### config.mk
export PLATFORM = sky130hd
export DESIGN_NAME = vga_stream_scanout
export DESIGN_NICKNAME = d
export VERILOG_FILES = /design/src/rtl/vga_pkg.sv /design/src/rtl/vga_sync_fifo.sv /design/src/rtl/vga_stream_scanout.sv
export SDC_FILE = /design/constraint.sdc
export NUM_CORES = 2
export LEC_CHECK = 0
export CAP_MARGIN = 20
export CORE_MARGIN = 1
export CORE_UTILIZATION = 45
export DETAILED_ROUTE_END_ITERATION = 8
export MAX_ROUTING_LAYER = met4
export PLACE_DENSITY_LB_ADDON = 0.12
export RECOVER_POWER = 25
export SLEW_MARGIN = 20
export SYNTH_ARGS = -nofsm -noshare
export SYNTH_HDL_FRONTEND = slang
export SYNTH_SLANG_ARGS = --single-unit
### constraint.sdc
create_clock -name clk -period 3.9 [get_ports clk]
set_input_delay 0.78 -clock clk [delete_from_list [all_inputs] [get_ports clk]]
set_output_delay 0.78 -clock clk [all_outputs]
set_load 0.02 [all_outputs]
### src/rtl/vga_pkg.sv
// Shared types and default timing for the VGA scan-out path.
// Latency: n/a (types, constants and elaboration-time helpers only).
// Backpressure: n/a.
package vga_pkg;

  typedef enum logic {
    IDLE = 1'b0,
    RUN  = 1'b1
  } state_t;

  // 640x480@60 reference timing
  localparam int DEF_H_ACTIVE = 640;
  localparam int DEF_H_FP     = 16;
  localparam int DEF_H_SYNC   = 96;
  localparam int DEF_H_BP     = 48;
  localparam int DEF_V_ACTIVE = 480;
  localparam int DEF_V_FP     = 10;
  localparam int DEF_V_SYNC   = 2;
  localparam int DEF_V_BP     = 33;

  function automatic int h_total(input int active, input int fp, input int sw, input int bp);
    return active + fp + sw + bp;
  endfunction

  function automatic int v_total(input int active, input int fp, input int sw, input int bp);
    return active + fp + sw + bp;
  endfunction

endpackage

### src/rtl/vga_sync_fifo.sv
// Single-clock FIFO, no fall-through: head shows the oldest stored word.
// Latency: a pushed word is visible at head on the edge after the push.
// Backpressure: push ignored when full, pop ignored when empty.
// Ports: clk, reset (async active-low), push/push_data, pop, head, empty, full, level.
module vga_sync_fifo #(
  parameter int WIDTH = 24,
  parameter int DEPTH = 64
) (
  input  logic                   clk,
  input  logic                   reset,
  input  logic                   push,
  input  logic [WIDTH-1:0]       push_data,
  input  logic                   pop,
  output logic [WIDTH-1:0]       head,
  output logic                   empty,
  output logic                   full,
  output logic [$clog2(DEPTH):0] level
);

  localparam int AW = $clog2(DEPTH);

  logic [WIDTH-1:0] mem [DEPTH];
  logic [AW-1:0]    wr_ptr;
  logic [AW-1:0]    rd_ptr;
  logic             do_push;
  logic             do_pop;

  assign do_push = push && !full;
  assign do_pop  = pop && !empty;
  assign empty   = (level == '0);
  assign full    = (level == (AW+1)'(DEPTH));
  assign head    = mem[rd_ptr];

  always_ff @(posedge clk or negedge reset) begin
    if (!reset) begin
      wr_ptr <= '0;
      rd_ptr <= '0;
      level  <= '0;
    end else begin
      if (do_push) wr_ptr <= wr_ptr + 1'b1;
      if (do_pop)  rd_ptr <= rd_ptr + 1'b1;
      // simultaneous push and pop leaves the level unchanged
      case ({do_push, do_pop})
        2'b10:   level <= level + 1'b1;
        2'b01:   level <= level - 1'b1;
        default: level <= level;
      endcase
    end
  end

  // storage needs no reset: only entries between the pointers are ever read
  always_ff @(posedge clk) begin
    if (do_push) mem[wr_ptr] <= push_data;
  end

endmodule

### src/rtl/vga_stream_scanout.sv
// VGA scan-out: buffers a pixel stream, starts the raster at a fill threshold, emits sync/blank/pixel.
// Latency: outputs reflect the (h,v) counters one enabled pix_ce edge later; first pixel two edges after threshold.
// Backpressure: in_ready = FIFO not full; starved active pixels drive UNDER_COLOR and set underflow.
// Ports: clk, reset (async active-low), pix_ce, in_data/in_valid/in_ready, freeslots,
//        pixel, hsync, vsync, blank_n, video_on, row, column, frame_start, running,
//        underflow, clr_underflow.
module vga_stream_scanout
  import vga_pkg::*;
#(
  parameter int               PIX_W       = 24,
  parameter int               H_ACTIVE    = DEF_H_ACTIVE,
  parameter int               H_FP        = DEF_H_FP,
  parameter int               H_SYNC      = DEF_H_SYNC,
  parameter int               H_BP        = DEF_H_BP,
  parameter int               V_ACTIVE    = DEF_V_ACTIVE,
  parameter int               V_FP        = DEF_V_FP,
  parameter int               V_SYNC      = DEF_V_SYNC,
  parameter int               V_BP        = DEF_V_BP,
  parameter bit               HS_POL      = 1'b0,
  parameter bit               VS_POL      = 1'b0,
  parameter int               FIFO_DEPTH  = 64,
  parameter int               START_LEVEL = 32,
  parameter logic [PIX_W-1:0] UNDER_COLOR = '0,
  parameter bit               RESYNC      = 1'b1,
  parameter int               CW          = 11
) (
  input  logic                        clk,
  input  logic                        reset,
  input  logic                        pix_ce,
  input  logic [PIX_W-1:0]            in_data,
  input  logic                        in_valid,
  output logic                        in_ready,
  output logic [$clog2(FIFO_DEPTH):0] freeslots,
  output logic [PIX_W-1:0]            pixel,
  output logic                        hsync,
  output logic                        vsync,
  output logic                        blank_n,
  output logic                        video_on,
  output logic [CW-1:0]               row,
  output logic [CW-1:0]               column,
  output logic                        frame_start,
  output logic                        running,
  output logic                        underflow,
  input  logic                        clr_underflow
);

  localparam int H_TOTAL = h_total(H_ACTIVE, H_FP, H_SYNC, H_BP);
  localparam int V_TOTAL = v_total(V_ACTIVE, V_FP, V_SYNC, V_BP);
  localparam int LW      = $clog2(FIFO_DEPTH) + 1;

  state_t            state;
  logic [CW-1:0]     h;
  logic [CW-1:0]     v;
  logic              frame_bad;

  logic [PIX_W-1:0]  head;
  logic              fifo_empty;
  logic              fifo_full;
  logic [LW-1:0]     level;

  logic              step;
  logic              active;
  logic              h_in_sync;
  logic              v_in_sync;
  logic              end_of_frame;
  logic              pop;
  logic              starve;

  vga_sync_fifo #(
    .WIDTH (PIX_W),
    .DEPTH (FIFO_DEPTH)
  ) u_fifo (
    .clk       (clk),
    .reset     (reset),
    .push      (in_valid),
    .push_data (in_data),
    .pop       (pop),
    .head      (head),
    .empty     (fifo_empty),
    .full      (fifo_full),
    .level     (level)
  );

  assign step         = (state == RUN) && pix_ce;
  assign active       = (h < CW'(H_ACTIVE)) && (v < CW'(V_ACTIVE));
  assign h_in_sync    = (h >= CW'(H_ACTIVE + H_FP)) && (h < CW'(H_ACTIVE + H_FP + H_SYNC));
  assign v_in_sync    = (v >= CW'(V_ACTIVE + V_FP)) && (v < CW'(V_ACTIVE + V_FP + V_SYNC));
  assign end_of_frame = (h == CW'(H_TOTAL - 1)) && (v == CW'(V_TOTAL - 1));
  assign pop          = step && active && !fifo_empty;
  assign starve       = step && active && fifo_empty;

  assign in_ready  = !fifo_full;
  assign freeslots = LW'(FIFO_DEPTH) - level;
  assign running   = (state == RUN);
  assign video_on  = blank_n;

  always_ff @(posedge clk or negedge reset) begin
    if (!reset) begin
      state       <= IDLE;
      h           <= '0;
      v           <= '0;
      frame_bad   <= 1'b0;
      pixel       <= '0;
      hsync       <= ~HS_POL;
      vsync       <= ~VS_POL;
      blank_n     <= 1'b0;
      row         <= '0;
      column      <= '0;
      frame_start <= 1'b0;
    end else begin
      frame_start <= 1'b0;
      if (state == IDLE) begin
        // outputs sit at their reset values while waiting for the fill threshold
        h       <= '0;
        v       <= '0;
        pixel   <= '0;
        hsync   <= ~HS_POL;
        vsync   <= ~VS_POL;
        blank_n <= 1'b0;
        row     <= '0;
        column  <= '0;
        if (level >= LW'(START_LEVEL)) state <= RUN;
      end else if (pix_ce) begin
        row         <= v;
        column      <= h;
        blank_n     <= active;
        frame_start <= (h == '0) && (v == '0);
        hsync       <= h_in_sync ? HS_POL : ~HS_POL;
        vsync       <= v_in_sync ? VS_POL : ~VS_POL;
        pixel       <= !active ? '0 : (fifo_empty ? UNDER_COLOR : head);
        if (starve) frame_bad <= 1'b1;
        // the last position of a frame is never active, so frame_bad cannot be set here
        if (end_of_frame) begin
          h         <= '0;
          v         <= '0;
          frame_bad <= 1'b0;
          if (RESYNC && frame_bad) state <= IDLE;
        end else if (h == CW'(H_TOTAL - 1)) begin
          h <= '0;
          v <= v + 1'b1;
        end else begin
          h <= h + 1'b1;
        end
      end
    end
  end

  // sticky flag; a new underflow outranks a simultaneous clear
  always_ff @(posedge clk or negedge reset) begin
    if (!reset)             underflow <= 1'b0;
    else if (starve)        underflow <= 1'b1;
    else if (clr_underflow) underflow <= 1'b0;
  end

endmodule
==> results.py <==
metrics = {
    "grt": {
        "antenna_found_initial": 8,
        "overflow": 0,
        "grt_pass1_wl_um": 248900,
        "track_usage_pct": 25.66,
        "grt_max_degree": 95,
        "grt_pass1_vias": 33130,
    },
    "timing": {
        "clock_skew_ns": 0.02540,
        "post-route-min-period_ns": 3.595,
        "fmax_ghz": 0.2781,
        "slew_viol_final": 849,
        "tightest_slew_ns": 3.778,
        "finalSetupTns_ns": 0,
        "hold_slack_ns": 0.4796,
        "finalSetupViolCount": 0,
        "rsz0062_at_grt": "no",
        "layout_worst_path_cycle_share_pct": 92.19,
        "finalHoldViolCount": 0,
        "max_slew_margin_pct": -151.9,
    },
    "worst_setup_path": {
        "critical_path.startpoint_type": "flip-flop",
        "worst_path_largest_cell_delay_ns": 0.49,
        "critPathSlowestCell": "dfrtp_1",
        "worstPathArrival_ns": 2.82,
        "crit_type": "flip-flop to output pin",
        "path_cells": "inv_1, ha_1, or3b_1, nor3_2, buf_4, nand2b_1, dlygate4sd2_1",
        "critPathBufInv": 3,
        "rr_worst_depth": 6,
        "critical_path_depth": 7,
        "r2r_end": "pixel[5]",
        "r2r_start": "u_fifo.rd_ptr[0]",
        "endpoint": "freeslots[6]",
        "reg2reg_slack_ns": 0.41,
        "cp-end-kind": "output pin",
        "crit_family": "simple AND/OR/NAND/NOR gates",
        "crit_required_ns": 3.12,
        "critPathMaxFanout": 10,
        "cp-startpoint": "u_fifo.level[1]",
    },
    "placement": {
        "dp_hpwl_um": 110300,
        "portBuffers": 89,
        "place_area_mm2": 0.06858,
        "routabilityCongestion": 0.9307,
    },
    "finish": {
        "multi_input_area_mm2": 0.01438,
        "fin_nets": 3589,
        "regArea_mm2": 0.04849,
        "area_growth_pct": 15.99,
        "final_area_mm2": 0.07388,
        "drive_above_1_share_pct": 22.78,
        "fill_cells": 11070,
    },
    "die": {
        "fp.dieW_um": 378.2,
        "core_mm2": 0.1400,
        "ios": 90,
        "start_util_pct": 45.49,
        "die_h_um": 378.2,
        "rows": 137,
        "dieArea_mm2": 0.1431,
    },
    "logic_synthesis": {
        "yosys.area_share.simple_pct": 3.300,
        "synth_edf_count": 1536,
        "synth_compound_area_share_pct": 3.659,
        "synth_top_family_by_area": "multiplexers",
        "yosysMostFrequentCell": "edfxtp_1",
        "syn_avg_cell_area_um2": 19.59,
        "yosysTopAreaCell": "edfxtp_1",
        "yosys_most_used_dff": "edfxtp_1",
        "synth-xor-area-share_pct": 0.5225,
        "synthMuxAreaShare_pct": 14.59,
        "ys_types": 66,
        "syn_area_mm2": 0.06370,
        "syn_nets": 3290,
        "synth_top_area_share_pct": 72.41,
        "ys_top_cells_by_area": "edfxtp_1 (72%), mux4_2 (9.3%), mux2i_1 (5.2%)",
        "ys_ff_latch": 1630,
        "yosysSeqAreaShare_pct": 76.10,
        "syn_inst": 3251,
        "ys.warnings.count": 0,
        "async_flop_share_pct": 5.767,
        "synth_fa_ha_area_share_pct": 0.1964,
        "synth_commonest_cells": "edfxtp_1 (1536), mux2i_1 (331), mux4_2 (264), nor2_1 (163), nand2_1 (110)",
    },
    "run_status": {
        "violations": "max-capacitance violations, max-slew violations",
        "status": "finished with violations",
    },
    "power": {
        "p_leak_nw": 23.20,
        "max-vdd-ir-drop_uv": 381.5,
        "powerDensity_mw_per_mm2": 480.6,
        "power_w": 0.03551,
    },
    "detailed_routing": {
        "via_count": 33190,
        "ant_nets": 0,
        "avgViaCountPerCell": 5.965,
        "drt_first_pass_iters": 6,
        "drt_iter0_drc": 3832,
        "totalWireLength_um": 176100,
        "wl_per_cell_um": 31.66,
        "drc": 0,
    },
    "clock_network": {
        "cts_resized": 1,
        "post_cts_buffers": 0,
        "clock_sinks": 1630,
        "cts_hold_buf": 0,
        "cts_tree": "built",
        "path_clk_slew_ns": 0.06,
        "cts_buffers": 168,
        "root_buffer": "clkbuf_16",
        "h-tree-depth": 4,
        "clock_latency_ns": 0.81,
        "clock_path_buffers": 3,
    },
    "run": {
        "maxCapViolations": 19,
    },
    "worst_hold_path": {
        "holdCritPathClass": "flip-flop to flip-flop",
    },
}
[per-layer routing]
| layer | global-route usage, % | part of all wire [%] |
|---|---|---|
| met5 | - | 0 |
| met4 | 7.196 | 2.5 |
| met3 | 4.042 | 7.3 |
| met2 | 39.10 | 47 |
| met1 | 36.04 | 43 |
[how the worst min path moves through the flow]
stage	startpoint	to	slack (ns)	cells after the start
3_3_place_gp	frame_bad	running	0.49	1
6_report	frame_bad	running	0.48	1
2_1_floorplan	frame_bad	running	0.42	1
5_1_grt	frame_bad	running	0.51	1
3_5_place_dp	frame_bad	running	0.48	1
4_1_cts	reset	v[4]	0.02	2
[worst reg2reg max path: cells and delay by family, from the launching register on]
kind                   cells  cell delay [ns]
AND/OR/NAND/NOR            2             1.23
AO/OA/AOI/OAI              3             0.99
flip-flops                 1             0.87
buffers and inverters      1             0.29
[registers in the layout, indices dropped and copies added, names as in the netlist, 7 cells and up]
name / flops
pixel: 24
column: 11
u_fifo.mem: 1536
h: 11
row: 11
u_fifo.level: 7
v: 11
[cell type report]
class / instances / area share, %
diodes: 5 / 0.01693
clock buffers: 206 / 6.035
clock inverters: 97 / 1.226
inverters: 17 / 0.08975
multi-input cells: 1414 / 19.46
flip-flops and latches: 1630 / 65.63
well taps: 1876 / 3.177
repair buffers: 319 / 4.372
[kinds of logic after synthesis]
group	Yosys count
flip-flops	1630
AND/OR/NAND/NOR	441
XOR/XNOR	38
AO/OA/AOI/OAI	327
adder cells (fa/ha/maj)	10
buffers and inverters	207
multiplexers	598
[power breakdown]
part | total (W) | internal (W) | switching, W
combinational | 0.000588 | 0.000123 | 0.000465
sequential | 0.0193 | 0.0192 | 0.0000698
clock | 0.0157 | 0.00894 | 0.00671
[stage by stage]
| stage | cells | util, % | worst slack (ns) |
|---|---|---|---|
| global placement | 5256 | 48.97 | 0.1540 |
| floorplan | 3251 | - | 0.5411 |
| detailed placement | 5256 | 48.97 | 0.2407 |
| global route | 5562 | 52.75 | 0.1334 |
| finish | 5564 | 52.76 | 0.3046 |
| CTS | 5559 | 52.80 | 0.1190 |
[layout by cell type, fill, tap and decap left out, types with 7 or more instances in the layout]
cell type	count
clkinv_1	33
edfxtp_1	1536
a221oi_2	17
mux2i_1	331
clkdlybuf4s50_1	63
inv_1	13
nand3_1	20
dfrtp_1	89
o22ai_1	76
bufinv_16	12
a22oi_1	49
clkbuf_1	56
a21oi_1	14
nor2_2	64
nand2_1	110
o21ai_0	85
buf_2	7
nor2_1	98
nand4_1	12
ha_1	10
xnor2_1	16
clkinv_2	32
nor3b_1	26
a32o_1	22
buf_4	154
clkbuf_8	7
a32oi_1	20
clkbuf_16	170
o211ai_1	18
buf_12	64
nor3_1	51
nand3b_1	7
mux4_2	264
xor2_1	22
Power figures use the tool's default switching activity.
